### config.mk
export PLATFORM = sky130hd
export DESIGN_NAME = rf_wb_seq
export DESIGN_NICKNAME = d
export VERILOG_FILES = /design/src/rtl/rf_wb_seq_pkg.sv /design/src/rtl/rf_wb_seq_fifo.sv /design/src/rtl/rf_wb_seq.sv
export SDC_FILE = /design/constraint.sdc
export NUM_CORES = 1
export LEC_CHECK = 0
export CAP_MARGIN = 20
export CORE_MARGIN = 3
export CORE_UTILIZATION = 55
export DETAILED_ROUTE_END_ITERATION = 8
export MAX_ROUTING_LAYER = met4
export PLACE_DENSITY = 0.81
export SETUP_SLACK_MARGIN = 0.4
export SLEW_MARGIN = 10
export SYNTH_ARGS = -nofsm -noshare
export SYNTH_HDL_FRONTEND = slang
export SYNTH_SLANG_ARGS = --single-unit
export TNS_END_PERCENT = 1
### constraint.sdc
create_clock -name clk -period 3.9 [get_ports clk]
set_input_delay 0.39 -clock clk [delete_from_list [all_inputs] [get_ports clk]]
set_output_delay 0.39 -clock clk [all_outputs]
set_load 0.05 [all_outputs]
### src/rtl/rf_wb_seq_pkg.sv
// Shared register-file definitions for the 4x16b register file and its write-back sequencer.
package rf_wb_seq_pkg;

  localparam int unsigned RF_WIDTH    = 16;
  localparam int unsigned RF_NREGS    = 4;
  localparam int unsigned RF_AW       = 2;
  localparam int unsigned WB_DEPTH    = 4;

  // Saturation value of a per-register pending-write counter.
  localparam logic [1:0]  PEND_MAX    = 2'd3;

  // Write-back entry layout, most significant field first.
  typedef struct packed {
    logic [RF_AW-1:0]    rd;
    logic [RF_WIDTH-1:0] data;
  } wb_entry_t;

  // Round-robin priority between the two result producers.
  typedef enum logic {
    PRIO_ALU = 1'b0,
    PRIO_LD  = 1'b1
  } prio_e;

endpackage

### src/rtl/rf_wb_seq_fifo.sv
// Synchronous write-back FIFO with wrap-around pointers and an occupancy count.
module wb_fifo #(
  parameter int unsigned DEPTH = 4,
  parameter int unsigned W     = 18
) (
  input  logic                   clk,
  input  logic                   rst,
  input  logic                   i_push,
  input  logic [W-1:0]           i_data,
  input  logic                   i_pop,
  output logic [W-1:0]           o_data,
  output logic [$clog2(DEPTH):0] o_count,
  output logic                   o_full,
  output logic                   o_empty
);

  localparam int unsigned  PW       = $clog2(DEPTH);
  localparam logic [PW:0]  FULL_CNT = (PW+1)'(DEPTH);

  logic [W-1:0]  r_mem [DEPTH];
  logic [PW-1:0] r_wptr;
  logic [PW-1:0] r_rptr;
  logic [PW:0]   r_count;
  logic          w_do_push;
  logic          w_do_pop;

  assign o_full    = (r_count == FULL_CNT);
  assign o_empty   = (r_count == '0);
  assign o_count   = r_count;
  assign o_data    = r_mem[r_rptr];
  assign w_do_push = i_push & ~o_full;
  assign w_do_pop  = i_pop & ~o_empty;

  // Storage array; contents need no reset because the pointers gate visibility.
  always_ff @(posedge clk) begin
    if (w_do_push) begin
      r_mem[r_wptr] <= i_data;
    end
  end

  // Pointer and occupancy bookkeeping; simultaneous push and pop keeps the count.
  always_ff @(posedge clk) begin
    if (rst) begin
      r_wptr  <= '0;
      r_rptr  <= '0;
      r_count <= '0;
    end else begin
      if (w_do_push) r_wptr <= r_wptr + 1'b1;
      if (w_do_pop)  r_rptr <= r_rptr + 1'b1;
      case ({w_do_push, w_do_pop})
        2'b10:   r_count <= r_count + 1'b1;
        2'b01:   r_count <= r_count - 1'b1;
        default: r_count <= r_count;
      endcase
    end
  end

endmodule

### src/rtl/rf_wb_seq.sv
// Register-file write-back sequencer: arbitrates ALU/load results into a FIFO,
// retires one entry per cycle onto the RF write port and tracks pending writes.
module rf_wb_seq
  import rf_wb_seq_pkg::*;
#(
  parameter int unsigned WIDTH      = RF_WIDTH,
  parameter int unsigned NREGISTERS = RF_NREGS,
  parameter int unsigned AW         = RF_AW,
  parameter int unsigned DEPTH      = WB_DEPTH
) (
  input  logic                  clk,
  input  logic                  rst,
  input  logic                  alu_vld,
  input  logic [AW-1:0]         alu_rd,
  input  logic [WIDTH-1:0]      alu_data,
  output logic                  alu_rdy,
  input  logic                  ld_vld,
  input  logic [AW-1:0]         ld_rd,
  input  logic [WIDTH-1:0]      ld_data,
  output logic                  ld_rdy,
  input  logic                  iss_vld,
  input  logic [AW-1:0]         iss_rd,
  output logic                  iss_rdy,
  output logic [NREGISTERS-1:0] busy,
  output logic [AW-1:0]         wb_rd,
  output logic [WIDTH-1:0]      wb_data,
  output logic                  wb_en,
  inout  wire                   dvdd,
  inout  wire                   dgnd
);

  prio_e                  r_rr;
  logic                   r_wb_en;
  logic [AW-1:0]          r_wb_rd;
  logic [WIDTH-1:0]       r_wb_data;
  logic [1:0]             r_pend [NREGISTERS];

  logic                   w_grant_alu;
  logic                   w_grant_ld;
  logic                   w_push;
  logic                   w_full;
  logic                   w_empty;
  logic [AW+WIDTH-1:0]    w_push_entry;
  logic [AW+WIDTH-1:0]    w_head;
  logic [$clog2(DEPTH):0] w_unused_count;
  logic                   w_claim;
  logic [NREGISTERS-1:0]  w_inc;
  logic [NREGISTERS-1:0]  w_dec;
  logic                   w_unused_pwr;

  // Power pins carry no logic.
  assign w_unused_pwr = dvdd ^ dgnd;

  assign w_grant_alu  = alu_vld & (~ld_vld | (r_rr == PRIO_ALU));
  assign w_grant_ld   = ld_vld & ~w_grant_alu;
  assign alu_rdy      = w_grant_alu & ~w_full;
  assign ld_rdy       = w_grant_ld & ~w_full;
  assign w_push       = alu_rdy | ld_rdy;
  assign w_push_entry = w_grant_alu ? {alu_rd, alu_data} : {ld_rd, ld_data};

  wb_fifo #(
    .DEPTH (DEPTH),
    .W     (AW + WIDTH)
  ) u_fifo (
    .clk     (clk),
    .rst     (rst),
    .i_push  (w_push),
    .i_data  (w_push_entry),
    .i_pop   (~w_empty),
    .o_data  (w_head),
    .o_count (w_unused_count),
    .o_full  (w_full),
    .o_empty (w_empty)
  );

  // Round-robin: only a contested, accepted push hands priority to the loser.
  always_ff @(posedge clk) begin
    if (rst) begin
      r_rr <= PRIO_ALU;
    end else if (w_push & alu_vld & ld_vld) begin
      r_rr <= w_grant_alu ? PRIO_LD : PRIO_ALU;
    end
  end

  // Retire the FIFO head each cycle it is non-empty; rd/data hold when idle.
  always_ff @(posedge clk) begin
    if (rst) begin
      r_wb_en   <= 1'b0;
      r_wb_rd   <= '0;
      r_wb_data <= '0;
    end else if (!w_empty) begin
      r_wb_en              <= 1'b1;
      {r_wb_rd, r_wb_data} <= w_head;
    end else begin
      r_wb_en <= 1'b0;
    end
  end

  assign wb_en   = r_wb_en;
  assign wb_rd   = r_wb_rd;
  assign wb_data = r_wb_data;

  // A claim may still enter a saturated counter when that register commits this cycle.
  assign iss_rdy = (r_pend[iss_rd] != PEND_MAX) | (r_wb_en & (r_wb_rd == iss_rd));
  assign w_claim = iss_vld & iss_rdy;
  assign w_inc   = w_claim ? (NREGISTERS'(1) << iss_rd) : '0;
  assign w_dec   = r_wb_en ? (NREGISTERS'(1) << r_wb_rd) : '0;

  // Pending-write counters: +1 on claim, -1 on RF commit, no underflow below zero.
  always_ff @(posedge clk) begin
    if (rst) begin
      for (int unsigned i = 0; i < NREGISTERS; i++) begin
        r_pend[i] <= '0;
      end
    end else begin
      for (int unsigned i = 0; i < NREGISTERS; i++) begin
        if (w_inc[i] & ~w_dec[i]) begin
          r_pend[i] <= r_pend[i] + 1'b1;
        end else if (w_dec[i] & ~w_inc[i] & (r_pend[i] != '0)) begin
          r_pend[i] <= r_pend[i] - 1'b1;
        end
      end
    end
  end

  // Busy flags mirror non-zero pending counts.
  always_comb begin
    busy = '0;
    for (int unsigned i = 0; i < NREGISTERS; i++) begin
      busy[i] = (r_pend[i] != '0);
    end
  end

endmodule

==> run summary, run 1 <==
total track usage: 0.202
Netlist Area Pre-Place: 0.00460 mm²
final setup TNS: 0 ns
TritonCTS buffer count: 9
synthesis-to-layout area growth: 20.6%
DR DRC count: 0
dpl ws: 0.979 ns
num ports: 71
global route overflow: 0
# rows: 32
most frequent cell after synthesis: edfxtp_1
Setup Skew: 0.0164 ns
syn nets: 379
DR WL met2: 4760 µm
clk root buf: clkbuf_8
placed inst area: 0.00536 mm²
pwr dens: 694 mW/mm²
first-pass GRT wire length: 14,500 µm
Yosys warnings: 0
Final period util: 0.756
TritonRoute pass-1 iters: 5
core box area: 0.00793 mm²
Achievable Freq: 0.339 GHz
CP Max Fanout: 10
met1 WL: 3720 µm
initial antenna violation count: 0
Chip Width: 97.5 µm
post-synthesis register bit count: 107
post-route cell area: 0.00555 mm²
Worst setup EP type: primary output
CTS tree: done
clock slew at reported path FFs: 0.10 ns
Rel. slew slack: 0.363
largest cells by area after synthesis: edfxtp_1 52%, dfxtp_1 12%, mux4_2 8.8%
worst-margin pin slew: 0.956 ns
CP Launch Point: iss_rd[1]
worst reg2reg path startpoint: u_fifo.o_count[0]
# port buffers: 68
Die Ht: 97.5 µm
top_reg_cell synth: edfxtp_1
maximum vdd ir drop: 0.000319 V
syn avg cell area: 14.0 µm²
diode count: 0
unrepaired setup endpoints after global routing: no
fill count: 553
share of cells above drive strength 1: 0.168
via/cell ratio: 5.74
largest net degree at the start of global routing: 22
Post-synth EDFFs: 80
Crit Path Category: in2out
post-route antenna net violation count: 0
crit path DAT: 2.56 ns
Hold WS: 0.459 ns
H-tree levels: 3
GPL Wtd Cong: 0.755
largest area contributor in the netlist: edfxtp_1
Pleak: 1.91 nW
die area: 0.00950 mm²
Hold Crit Class: reg2reg
Async SR Flop Fraction: 0
Final HPWL DP: 5950 µm
clock sinks: 107
top post-synthesis cells by count: 80 x edfxtp_1, 47 x nand2_1, 27 x a21oi_1, 27 x dfxtp_1, 19 x mux2_2
type of origin of the critical path: input pin
WL/cell: 17.9 µm
endpoints left unconstrained: 2
CTS resizes: 0
status: finished clean
top-area cell type share of the netlist area: 0.522
Cells after Synth: 328
Detailed Route Iter0 Violations: 176
Fin. Hold Viols: 0
Final nets: 446
clk buf depth: 2
max cap viols: 0
WL final: 8990 µm
Worst Hold Launch: wb_data[1]
clk_lat worst skew: 0.36 ns
critical path required time: 3.51 ns
fin worst setup slack: 0.952 ns
number of post-CTS setup repair buffers: 0
max-slew violations: 0
starting density of the core: 0.581
Min Clock Period, post-route: 2.95 ns
DR vias: 2,881
hold buffers post-CTS: 0
top layer in use: met4
sequential area share after synthesis: 0.639
DR WL met3: 412 µm
Final setup violation count: 0
Cell variety after synth: 45
vias in the first global route: 2,889
## sequential cells by signal, indices dropped and copies added, names as in the netlist
register,count
u_fifo.o_count,3
wb_en,1
u_fifo.r_rptr,2
wb_rd,2
r_rr,1
u_fifo.r_mem,72
wb_data,16
u_fifo.r_wptr,2
r_pend,8
## stage by stage
step / total power [mW] / util / instances
6_report: 3.85 / 0.700 / 502
5_1_grt: 4.04 / 0.700 / 502
4_1_cts: 3.87 / 0.700 / 502
3_5_place_dp: 3.21 / 0.676 / 486
3_3_place_gp: 3.15 / 0.676 / 486
2_1_floorplan: 2.75 / - / 328
## cell type report
| class | instances | area [µm²] | share of cell area |
|---|---|---|---|
| multi-input cells | 194 | 1530 | 0.276 |
| repair buffers | 73 | 718 | 0.129 |
| flip-flops and latches | 107 | 2940 | 0.530 |
| inverters | 10 | 37.5 | 0.00676 |
| well taps | 102 | 128 | 0.0230 |
| clock inverters | 5 | 62.6 | 0.0113 |
| clock buffers | 11 | 131 | 0.0237 |
## critical path, stage by stage
cell and delay, ns:
clkdlybuf4s50_1 0.68, nand4b_1 0.16, o21ai_0 0.11, o21ai_1 0.34, clkdlybuf4s50_1 0.88
## cells by family (layout without fill, tap and decap cells)
group           Yosys count  after routing  synth area share
buf+inv                  27             99            0.0291
mux                      39             39             0.139
compound gates           42             42            0.0571
fa+ha+maj                 6              6            0.0179
simple gates             99             99             0.102
flops                   107            107             0.639
xor+xnor                  8              8            0.0152
## layer usage
layer | up-vias | global-route usage
met1 | 1442 | 0.243
met5 | - | -
met3 | 8 | 0.0366
met2 | 86 | 0.342
met4 | 0 | 0.0735
li1 | 1345 | -
## power by group
part	internal [mW]	switching, mW	total, mW
clock	0.302	0.371	0.673
sequential	1.55	0.194	1.74
combinational	0.585	0.854	1.44
## worst paths after layout
kind	end	slack [ns]	depth (start not counted)
worst max-delay path	iss_rdy	0.95	5
worst min register to register	wb_data[1]	0.46	2
worst min-delay path	wb_data[1]	0.46	2
worst max register to register	u_fifo.r_mem[1][13]	1.83	3
## placed cells by master (no fill, tap or decap), types with 2 or more instances in the layout
| master | instances |
|---|---|
| xnor2_1 | 3 |
| inv_1 | 10 |
| clkbuf_8 | 9 |
| nand3_1 | 8 |
| buf_4 | 5 |
| nor2_1 | 14 |
| clkbuf_1 | 2 |
| nand2b_1 | 4 |
| o21ai_1 | 2 |
| or2_2 | 3 |
| o21ai_0 | 3 |
| and2_1 | 6 |
| clkdlybuf4s50_1 | 68 |
| nand4_1 | 2 |
| a21oi_1 | 27 |
| mux2i_1 | 2 |
| mux4_2 | 18 |
| nand2_1 | 47 |
| ha_1 | 5 |
| nor3_1 | 6 |
| mux2_2 | 19 |
| xor2_1 | 5 |
| edfxtp_1 | 80 |
| dfxtp_1 | 27 |
No activity file was read; power rests on OpenSTA's default activity.
==> run 2, diff against run 1 <==
--- a/config.mk
+++ b/config.mk
@@ -7,10 +7,10 @@
 export LEC_CHECK = 0
 export CAP_MARGIN = 20
 export CORE_MARGIN = 3
-export CORE_UTILIZATION = 55
+export CORE_UTILIZATION = 48
 export DETAILED_ROUTE_END_ITERATION = 8
 export MAX_ROUTING_LAYER = met4
-export PLACE_DENSITY = 0.81
+export PLACE_DENSITY = 0.75
 export SETUP_SLACK_MARGIN = 0.4
 export SLEW_MARGIN = 10
 export SYNTH_ARGS = -nofsm -noshare
==> constraint.sdc (replaced) <==
create_clock -name clk -period 2.7 [get_ports clk]
set_input_delay 0.27 -clock clk [delete_from_list [all_inputs] [get_ports clk]]
set_output_delay 0.27 -clock clk [all_outputs]
set_load 0.05 [all_outputs]
==> run 2 against run 1 <==
Via count decreased by 3.4%. Critical path depth decreased by 1. Final cell count increased by 6.8%. Sequential share of layout area decreased by 0.59 points. Global-route usage fell by 4.1 points. Sequential power grew 41%. Die area grew 14%. Critical path type is now reg2out. Register-to-register slack worse by 1.2 ns. Largest power group unchanged. Total power rose by 41%.
==> run summary, run 2 (synthesized netlist as in run 1, its figures left out) <==
global route overflow: 0
number of post-CTS setup repair buffers: 0
kind of cell adding the most delay to the critical path: buffers and inverters
max cap viols: 0
CTS tree: done
first-pass GRT wire length: 13,500 µm
DR DRC count: 0
status: finished clean
most frequent CP cell: inv_1
CP Buf/Inv Count: 3
commonest non-fill, non-tap cell in the layout: edfxtp_1
Max stage delay cell, worst path: clkdlybuf4s50_1
max-slew violations: 0
Rel. slew slack: 0.576
via/cell ratio: 5.19
Chip Width: 104 µm
Final period util: 0.802
fin worst setup slack: 0.535 ns
core box area: 0.00928 mm²
unrepaired setup endpoints after global routing: no
Final nets: 453
DR WL met2: 4070 µm
post-route antenna net violation count: 0
post-layout util: 0.605
clk root buf: clkbuf_8
TritonCTS buffer count: 9
met1 WL: 3770 µm
critical path required time: 2.43 ns
clock slew at reported path FFs: 0.10 ns
crit path DAT: 1.89 ns
share of cells above drive strength 1: 0.189
clock sinks: 107
total track usage: 0.161
most frequent cells in the layout: 80 x edfxtp_1, 65 x clkdlybuf4s50_1, 47 x nand2_1
initial antenna violation count: 0
worst-margin pin slew: 0.633 ns
max reg flops: 72
placed cells: 520
maximum vdd ir drop: 0.000481 V
GPL Wtd Cong: 0.841
Final setup violation count: 0
TritonRoute pass-1 iters: 4
WL final: 8210 µm
Crit Path Category: reg2out
clk buf depth: 2
Hold Crit Class: reg2reg
Final HPWL DP: 5650 µm
# rows: 35
vias in the first global route: 2,797
num ports: 71
top layer in use: met4
type of origin of the critical path: register
Pleak: 1.94 nW
Fin. Hold Viols: 0
dpl ws: 0.552 ns
Non-Filler Instances: 536
starting density of the core: 0.496
Worst setup EP type: primary output
Die Ht: 104 µm
Seq. cell area: 0.00294 mm²
critical path, cell by cell: inv_1 -> ha_1 -> inv_1 -> clkdlybuf4s50_1
largest net degree at the start of global routing: 22
Worst path max stage delay: 0.79 ns
Setup Skew: 0.0119 ns
synthesis-to-layout area growth: 21.9%
die area: 0.0108 mm²
# port buffers: 68
endpoints left unconstrained: 2
pwr dens: 970 mW/mm²
DR WL met3: 307 µm
clk_lat worst skew: 0.35 ns
Achievable Freq: 0.462 GHz
WL/cell: 15.3 µm
Min Clock Period, post-route: 2.16 ns
Most flops, register: u_fifo.r_mem
final setup TNS: 0 ns
diode count: 0
fill count: 744
DR vias: 2,782
H-tree levels: 3
Detailed Route Iter0 Violations: 127
CP Max Fanout: 4
multi-input logic area: 0.00153 mm²
## run 2: where the power goes
group	total [mW]	internal [mW]	switching, mW
combinational	2.14	0.875	1.27
sequential	2.45	2.23	0.219
clock	0.856	0.342	0.514
total	5.44	3.44	2.00
## run 2: timing repair
action	CTS	global route
endpoints found under the setup margin	0	1
gates resized for setup	0	1
hold buffers	0	0
## run 2: area by class of cell
cell class	count	area share
clock buffer	11	0.0234
clock inverter	5	0.00669
inverter	10	0.00669
multi-input combinational	194	0.273
sequential	107	0.524
tap	129	0.0288
timing repair buffer	80	0.137
## run 2: per-stage QoR
stage	area, µm²	hold WS [ns]	total power [mW]
final	5610	0.462	5.44
after global routing	5610	0.486	5.75
after CTS	5610	0.465	5.51
after detailed placement	5440	0.448	4.64
after global placement	5440	0.443	4.59
after floorplan	4610	0.474	3.98
## run 2: path summary, 6_finish.rpt
path | endpoint | from | slack [ns] | cells after the start
setup reg to reg | u_fifo.o_count[1] | u_fifo.o_count[0] | 0.65 | 8
hold / removal | wb_data[9] | wb_data[9] | 0.46 | 2
setup / recovery | busy[3] | r_pend[3][0] | 0.54 | 4
hold reg to reg | wb_data[9] | wb_data[9] | 0.46 | 2
## run 2: worst reg2reg max path, cell delays in order, from the launching register on
cell and delay [ns]:
dfxtp_1 0.39, or3b_4 0.44, o21a_4 0.18, o21ai_0 0.12, nand2_1 0.10, fa_1 0.48
inv_1 0.05, a21oi_1 0.12, nor3_1 0.06
## run 2: per-layer routing
layer / global-route usage / vias up
li1: - / 1354
met1: 0.203 / 1359
met2: 0.265 / 62
met3: 0.0416 / 7
met4: 0.0323 / 0
met5: - / -
==> run 3, diff against run 2 <==
==> constraint.sdc (replaced) <==
create_clock -name clk -period 1.9 [get_ports clk]
set_input_delay 0.19 -clock clk [delete_from_list [all_inputs] [get_ports clk]]
set_output_delay 0.19 -clock clk [all_outputs]
set_load 0.05 [all_outputs]
==> run 3 against run 2 <==
Die area stayed put. Sequential share of layout area is 2.1 points lower. First-iteration DRC count is 13% lower. Worst hold slack worse by 0.0024 ns. Clock power is 53% higher. Global-route usage is 1.0 points higher. Setup slack worse by 0.47 ns. Final cell count is 3.4% higher.
==> run summary, run 3 (synthesized netlist as in run 1, its figures left out) <==
TritonCTS buffer count: 9
post-route cell area: 0.00586 mm²
Final nets: 471
Setup Skew: 0.0110 ns
total track usage: 0.170
Final setup violation count: 0
placed cells: 536
clock sinks: 107
# rows: 35
vias in the first global route: 3,076
via/cell ratio: 5.22
Detailed Route Iter0 Violations: 111
CTS tree: done
Hold WS: 0.459 ns
WL/cell: 15.5 µm
clock slew at reported path FFs: 0.11 ns
Worst Hold Launch: wb_data[5]
share of cells above drive strength 1: 0.252
global route overflow: 0
synthesis-to-layout area growth: 27.3%
TritonRoute pass-1 iters: 4
Worst Hold Path Cells: 2
CP Max Fanout: 2
commonest non-fill, non-tap cell in the layout: edfxtp_1
reg2reg end: u_fifo.o_count[1]
first-pass GRT wire length: 14,400 µm
status: finished clean
Non-Filler Instances: 554
largest net degree at the start of global routing: 22
diode count: 0
Final period util: 0.965
post-layout util: 0.631
clk_lat worst skew: 0.36 ns
type of origin of the critical path: register
WL final: 8590 µm
GPL Wtd Cong: 0.818
endpoints left unconstrained: 2
initial antenna violation count: 0
unrepaired setup endpoints after global routing: yes
crit path DAT: 2.08 ns
worst-margin pin slew: 0.504 ns
placed inst area: 0.00565 mm²
core box area: 0.00928 mm²
max cap viols: 0
num ports: 71
Pwr Total: 8.09 mW
Reg2Reg Depth: 8
pwr dens: 1380 mW/mm²
Hold EP: wb_data[5]
Hold Crit Class: reg2reg
Most flops, register: u_fifo.r_mem
Rel. slew slack: 0.663
most frequent cells in the layout: 80 x edfxtp_1, 57 x clkdlybuf4s50_1, 47 x nand2_1
clk buf depth: 2
post-route antenna net violation count: 0
H-tree levels: 3
Die Ht: 104 µm
die area: 0.0108 mm²
DR vias: 2,892
DR DRC count: 0
max-slew violations: 0
Final HPWL DP: 5960 µm
Worst R2R Setup Slack: 0.07 ns
worst reg2reg path startpoint: u_fifo.o_count[0]
Worst setup EP type: register
Fin. Hold Viols: 0
hold buffers post-CTS: 0
Crit Path Category: reg2reg
critical path required time: 2.15 ns
clk root buf: clkbuf_8
Min Clock Period, post-route: 1.83 ns
# port buffers: 68
starting density of the core: 0.496
Achievable Freq: 0.546 GHz
Pleak: 2.08 nW
max reg flops: 72
maximum vdd ir drop: 0.000726 V
Chip Width: 104 µm
==> run 3: per-layer routing <==
layer  vias to the layer above  global-route usage  share of wire
met5                         -                   -              0
met4                         0              0.0636          0.018
met3                        16              0.0341          0.039
met2                        67               0.286           0.51
met1                      1415               0.205           0.43
li1                       1394                   -              -
==> run 3: critical path, stage by stage (launching register included) <==
cell	delay (ns)
dfxtp_2	0.33
or3b_4	0.40
o21a_4	0.13
o21ai_2	0.07
nand2_1	0.09
fa_1	0.50
inv_2	0.05
a21oi_2	0.10
nor3_1	0.05
==> run 3: how the worst max path moves through the flow <==
stage | slack [ns] | start | depth (start not counted) | to
6_report | 0.07 | u_fifo.o_count[0] | 8 | u_fifo.o_count[1]
5_1_grt | 0.007 | u_fifo.o_count[0] | 8 | u_fifo.o_count[1]
4_1_cts | 0.08 | u_fifo.o_count[0] | 8 | u_fifo.o_count[1]
3_5_place_dp | -0.16 | iss_rd[1] | 6 | r_pend[3][1]
3_3_place_gp | -0.08 | iss_rd[1] | 7 | r_pend[1][1]
2_1_floorplan | 0.09 | u_fifo.o_count[1] | 8 | u_fifo.o_count[1]
==> run 3: what timing repair did <==
item | CTS | global route
setup endpoints to repair | 110 | 128
hold endpoints to repair | 0 | 0
pin swaps | 2 | 1
gates resized for setup | 7 | 5
buffers inserted | 1 | 1
==> run 3: power by group <==
group	internal, mW	leakage, nW	switching [mW]
Sequential	3.17	0.975	0.272
Combinational	1.42	1.01	1.92
Clock	0.507	0.0953	0.801
Total	5.10	2.08	2.99
==> run 3: final cells by class <==
type                            instances  area, µm²
Clock buffer                           10        128
Clock inverter                          6       62.6
Timing Repair Buffer                   98        975
Tap cell                              129        161
Fill cell                             714       3430
Sequential cell                       107       2950
Multi-Input combinational cell        194       1550
Inverter                               10       37.5
==> run 3: metrics by stage <==
step,setup TNS [ns],setup WS [ns]
detailed placement,-0.953,-0.155
floorplan,0,0.0855
CTS,0,0.0760
global route,0,0.00667
global placement,-0.379,-0.0803
finish,0,0.0671
